==> config.mk <==
export PLATFORM = sky130hd
export DESIGN_NAME = playback_scheduler
export DESIGN_NICKNAME = d
export VERILOG_FILES = /design/src/rtl/playback_scheduler.sv
export SDC_FILE = /design/constraint.sdc
export NUM_CORES = 1
export LEC_CHECK = 0
export BUFFER_PORTS_ARGS = -buffer_cell sky130_fd_sc_hd__buf_2
export CORE_MARGIN = 5
export CORE_UTILIZATION = 60
export CTS_BUF_LIST = sky130_fd_sc_hd__clkbuf_4 sky130_fd_sc_hd__clkbuf_8
export DETAILED_ROUTE_END_ITERATION = 10
export PLACE_DENSITY = 0.87
export SLEW_MARGIN = 10
export SYNTH_ARGS = -nofsm -noshare
export SYNTH_HDL_FRONTEND = slang
export SYNTH_SLANG_ARGS = --single-unit
==> constraint.sdc <==
create_clock -name Clock -period 5.25 [get_ports Clock]
set_input_delay 1.3125 -clock Clock [delete_from_list [all_inputs] [get_ports Clock]]
set_output_delay 1.3125 -clock Clock [all_outputs]
set_load 0.02 [all_outputs]
==> src/rtl/playback_scheduler.sv <==
// Transport controller: PS/2 SPACE/ESC drive IDLE/PLAY/PAUSE, tempo ticks advance the step and pass count.
// Every output is a register that updates on the edge that samples the key or tick; inputs are never stalled.
module playback_scheduler #(
  parameter int STEPS = 16,
  parameter int SW    = $clog2(STEPS)
) (
  input  logic          Clock,
  input  logic          nReset,
  input  logic [7:0]    data,
  input  logic          data_en,
  input  logic [6:0]    Loops,
  input  logic          step_tick,
  output logic [SW-1:0] step,
  output logic [6:0]    loop_count,
  output logic          playing,
  output logic          paused,
  output logic          edit_en,
  output logic          step_strobe,
  output logic          done
);

  localparam logic [1:0] ST_IDLE  = 2'd0;
  localparam logic [1:0] ST_PLAY  = 2'd1;
  localparam logic [1:0] ST_PAUSE = 2'd2;

  localparam logic [7:0] KEY_BRK   = 8'hF0;
  localparam logic [7:0] KEY_EXT   = 8'hE0;
  localparam logic [7:0] KEY_SPACE = 8'h29;
  localparam logic [7:0] KEY_ESC   = 8'h76;

  localparam logic [SW-1:0] LAST_STEP = SW'(STEPS - 1);
  localparam logic [6:0]    MAX_LOOPS = 7'd99;

  logic [1:0]    r_state;
  logic          r_brk;
  logic [6:0]    r_tgt;
  logic [SW-1:0] r_step;
  logic [6:0]    r_lc;
  logic          r_playing;
  logic          r_paused;
  logic          r_edit_en;
  logic          r_strobe;
  logic          r_done;

  logic          w_press;
  logic          w_space;
  logic          w_esc;
  logic [6:0]    w_loops_clamped;
  logic [6:0]    w_lc_inc;
  logic [1:0]    w_state_nx;
  logic [6:0]    w_tgt_nx;
  logic [SW-1:0] w_step_nx;
  logic [6:0]    w_lc_nx;
  logic          w_strobe_nx;
  logic          w_done_nx;

  // The byte after F0 is a release code; E0 is only a prefix and never consumes the break.
  assign w_press         = data_en && !r_brk && (data != KEY_BRK) && (data != KEY_EXT);
  assign w_space         = w_press && (data == KEY_SPACE);
  assign w_esc           = w_press && (data == KEY_ESC);
  assign w_loops_clamped = (Loops > MAX_LOOPS) ? MAX_LOOPS : Loops;
  assign w_lc_inc        = r_lc + 7'd1;

  always_comb begin
    w_state_nx  = r_state;
    w_tgt_nx    = r_tgt;
    w_step_nx   = r_step;
    w_lc_nx     = r_lc;
    w_strobe_nx = 1'b0;
    w_done_nx   = 1'b0;
    case (r_state)
      ST_IDLE: begin
        if (w_space) begin
          w_state_nx  = ST_PLAY;
          w_tgt_nx    = w_loops_clamped;
          w_step_nx   = '0;
          w_lc_nx     = '0;
          w_strobe_nx = 1'b1;
        end
      end
      ST_PLAY: begin
        if (w_space) begin
          w_state_nx = ST_PAUSE;
        end else if (w_esc) begin
          w_state_nx = ST_IDLE;
          w_step_nx  = '0;
          w_lc_nx    = '0;
        end else if (step_tick) begin
          if (r_step != LAST_STEP) begin
            w_step_nx   = r_step + SW'(1);
            w_strobe_nx = 1'b1;
          end else if ((r_tgt != 7'd0) && (w_lc_inc == r_tgt)) begin
            w_state_nx = ST_IDLE;
            w_step_nx  = '0;
            w_lc_nx    = r_tgt;
            w_done_nx  = 1'b1;
          end else begin
            // Endless runs count passes modulo 100 to stay within the display range.
            w_step_nx   = '0;
            w_lc_nx     = ((r_tgt == 7'd0) && (r_lc == MAX_LOOPS)) ? 7'd0 : w_lc_inc;
            w_strobe_nx = 1'b1;
          end
        end
      end
      ST_PAUSE: begin
        if (w_space) begin
          w_state_nx = ST_PLAY;
        end else if (w_esc) begin
          w_state_nx = ST_IDLE;
          w_step_nx  = '0;
          w_lc_nx    = '0;
        end
      end
      default: begin
        w_state_nx = ST_IDLE;
        w_step_nx  = '0;
        w_lc_nx    = '0;
      end
    endcase
  end

  always_ff @(posedge Clock or negedge nReset) begin
    if (!nReset) begin
      r_state   <= ST_IDLE;
      r_brk     <= 1'b0;
      r_tgt     <= '0;
      r_step    <= '0;
      r_lc      <= '0;
      r_playing <= 1'b0;
      r_paused  <= 1'b0;
      r_edit_en <= 1'b1;
      r_strobe  <= 1'b0;
      r_done    <= 1'b0;
    end else begin
      if (data_en) begin
        if (data == KEY_BRK)
          r_brk <= 1'b1;
        else if (data != KEY_EXT)
          r_brk <= 1'b0;
      end
      r_state   <= w_state_nx;
      r_tgt     <= w_tgt_nx;
      r_step    <= w_step_nx;
      r_lc      <= w_lc_nx;
      r_playing <= (w_state_nx == ST_PLAY);
      r_paused  <= (w_state_nx == ST_PAUSE);
      r_edit_en <= (w_state_nx == ST_IDLE);
      r_strobe  <= w_strobe_nx;
      r_done    <= w_done_nx;
    end
  end

  assign step        = r_step;
  assign loop_count  = r_lc;
  assign playing     = r_playing;
  assign paused      = r_paused;
  assign edit_en     = r_edit_en;
  assign step_strobe = r_strobe;
  assign done        = r_done;

endmodule

==> results.sh <==
export IMPL_setup_viol=0
export IMPL_grt_pass1_wl_mm=6.35
export IMPL_fin_crit_ns=3.09
export IMPL_htree_levels=1
export IMPL_area_growth_pct=11.8
export IMPL_fin_cells=240
export IMPL_drt_iter0_drc=100
export IMPL_hold_class="reg2reg"
export IMPL_antenna_found_initial=0
export IMPL_grtUsageTotal_pct=19.5
export IMPL_cts_root_buf="clkbuf_4"
export IMPL_crit_slowest_cell="a2111oi_0"
export IMPL_worst_slack_ns=2.16
export IMPL_dieArea_sq_um=3860
export IMPL_layout_nets=231
export IMPL_cpPeakStageDelay_ns=0.81
export IMPL_final_core_util_pct=68.0
export IMPL_coreArea_sq_um=2690
export IMPL_clkLatencyLatePin_ns=0.32
export IMPL_grt_setup_unrepaired="false"
export IMPL_crit_arrival_ns=3.34
export IMPL_grt_max_degree=27
export IMPL_place_congestion=0.901
export IMPL_netlist_top_cells_area="dfrtp_1 (38%), nand2_1 (5.5%), o21ai_0 (4.3%), nor2_1 (3.9%), nand3_1 (2.8%)"
export IMPL_cts_clk_slew_worst_paths_ns=0.14
export IMPL_synth_top_cell_area_share_pct=38.3
export IMPL_path_class="in2reg"
export IMPL_worstPathMaxFanout=8
export IMPL_cts_buffer_depth=2
export IMPL_firstDrtPassIters=5
export IMPL_syn_instance_count=177
export IMPL_status="finished, final reports clean"
export IMPL_cellLeakagePower_uw=0.000845
export IMPL_numPlacedInstances=236
export IMPL_ir_drop_mv=0.203
export IMPL_post_cts_buffers=0
export IMPL_ios=35
export IMPL_cp_start_kind="input port"
export IMPL_fp_dieH_um=62.2
export IMPL_critical_path_required_ns=5.50
export IMPL_port_buffers=34
export IMPL_cts_hold_buf=0
export IMPL_async_flop_share_pct=100
export IMPL_gr_total_overflow=0
export IMPL_cts_tree="done"
export IMPL_cts_buffers=3
export IMPL_max_slew_margin_pct=40.2
export IMPL_vias=1487
export IMPL_synth_ff_type="dfrtp_1"
export IMPL_cap_violations=0
export IMPL_synth_edf_count=0
export IMPL_drive_above_1_share_pct=25.4
export IMPL_rows=19
export IMPL_dp_hpwl_mm=2.83
export IMPL_ys_ff_latch=26
export IMPL_fmax_ghz=0.324
export IMPL_wl_per_cell_um=15.4
export IMPL_yosysWarnings=0
export IMPL_fin_skew_ns=0.00617
export IMPL_tightest_slew_ns=0.875
export IMPL_hold_viol=0
export IMPL_ff2ff_setup_slack_ns=2.91
export IMPL_fin_crit_sh_pct=58.8
export IMPL_yosysUniqueCellTypes=50
export IMPL_drt_wl_total_mm=3.69
export IMPL_drc=0
export IMPL_end_kind="flip-flop"
export IMPL_cts_sinks=26
export IMPL_drv_slew=0
export IMPL_yosysSeqAreaShare_pct=39.9
export IMPL_die_w_um=62.2
export IMPL_initial_core_util_pct=60.8
export IMPL_ant_nets=0
export IMPL_synth_nets=198
export IMPL_dp_slack_ns=1.90
export IMPL_cp_cell_sequence="buf_2 -> or3b_1 -> o311ai_2 -> a2111oi_0 -> o21ai_0 -> a31oi_1"
export IMPL_viasPerCell=6.20
export IMPL_syn_avg_cell_area_sq_um=9.22
export IMPL_powerDensity_nw_per_um2=253
export IMPL_synth_area_sq_um=1630
export IMPL_cts_resized=0
export IMPL_n_antenna_cell=0
export IMPL_grt_pass1_vias=1395
export IMPL_fin_setup_tns_ns=0
export IMPL_synth_area_leader_cell="dfrtp_1"
## routing by layer
| metal | track usage [%] | vias up | wire length (um) |
|---|---|---|---|
| li1 | - | 721 | - |
| met1 | 26.3 | 696 | 1670 |
| met2 | 29.9 | 60 | 1720 |
| met3 | 4.14 | 10 | 231 |
| met4 | 8.40 | 0 | 65 |
| met5 | 0 | - | 0 |
## power breakdown
| part | internal (uW) | total (uW) | switching, uW | leakage, uW |
|---|---|---|---|---|
| logic | 47.0 | 117 | 69.8 | 0.000471 |
| clock network | 42.4 | 99.7 | 57.3 | 0.0000210 |
| registers | 217 | 245 | 27.9 | 0.000353 |
| total | 307 | 462 | 155 | 0.000845 |
## flip-flops by register name (all words and copies together), names as in the netlist
register / cells
paused: 1
r_state: 2
r_tgt: 7
loop_count: 7
step: 4
playing: 1
r_brk: 1
step_strobe: 1
edit_en: 1
done: 1
## through the flow
step | instance area (sq um) | hold WS, ns | total power, uW
finish | 1830 | 0.528 | 462
global route | 1830 | 0.559 | 493
CTS | 1830 | 0.528 | 463
detailed placement | 1790 | 0.496 | 364
global placement | 1790 | 0.499 | 359
floorplan | 1630 | 0.468 | 325
## cell type report
type	count	area, sq um
clock buffers	4	36.3
inverters	2	7.51
repair buffers	34	170
multi-input cells	143	921
flip-flops and latches	26	652
fillers	220	861
well taps	31	38.8
## cells in the mapped netlist (all sizes together), types with 3 or more instances
library cell	n
nand3	9
nor4	3
a21oi	7
nand2	24
or3b	3
xor2	3
mux2i	3
o31ai	6
nand4	3
nor2	17
o21ai	16
buf	4
nor3	8
nand2b	6
dfrtp	25
a31oi	4
## cell families after synthesis
logic type	Yosys count	share of synthesized area, %
buf+inv	8	3.68
compound gates	45	20.6
mux	4	2.53
fa+ha+maj	2	1.53
flops	26	39.9
simple gates	87	29.0
xor+xnor	5	2.68
## critical path, delay by kind of cell
family / cells / cell delay [ns]
AOI/OAI and AO/OA: 4 / 1.51
buffers and inverters: 1 / 0.11
and+or+nand+nor: 1 / 0.40
## final timing paths
check	end	start	cells past startpoint
worst max-delay path	loop_count[6]$_DFFE_PN0P_	data_en	6
worst min-delay path	r_tgt[5]$_DFFE_PN0P_	r_tgt[5]$_DFFE_PN0P_	2
worst max register to register	step_strobe$_DFF_PN0_	loop_count[0]$_DFFE_PN0P_	6
worst min register to register	r_tgt[5]$_DFFE_PN0P_	r_tgt[5]$_DFFE_PN0P_	2
max in group asynchronous	edit_en$_DFF_PN1_	nReset	1
min in group asynchronous	loop_count[1]$_DFFE_PN0P_	nReset	1
## cell usage in the layout, fill, tap and decap left out, types with 5 or more instances in the layout
cell type and n:
a21oi_1 7, nand2b_1 5, o21ai_0 14, buf_2 34, nor3_1 6, nand2_1 24, nor2_1 17, nand3_1 9
dfrtp_1 25
Note: power is estimated with default switching activity, not from simulation.
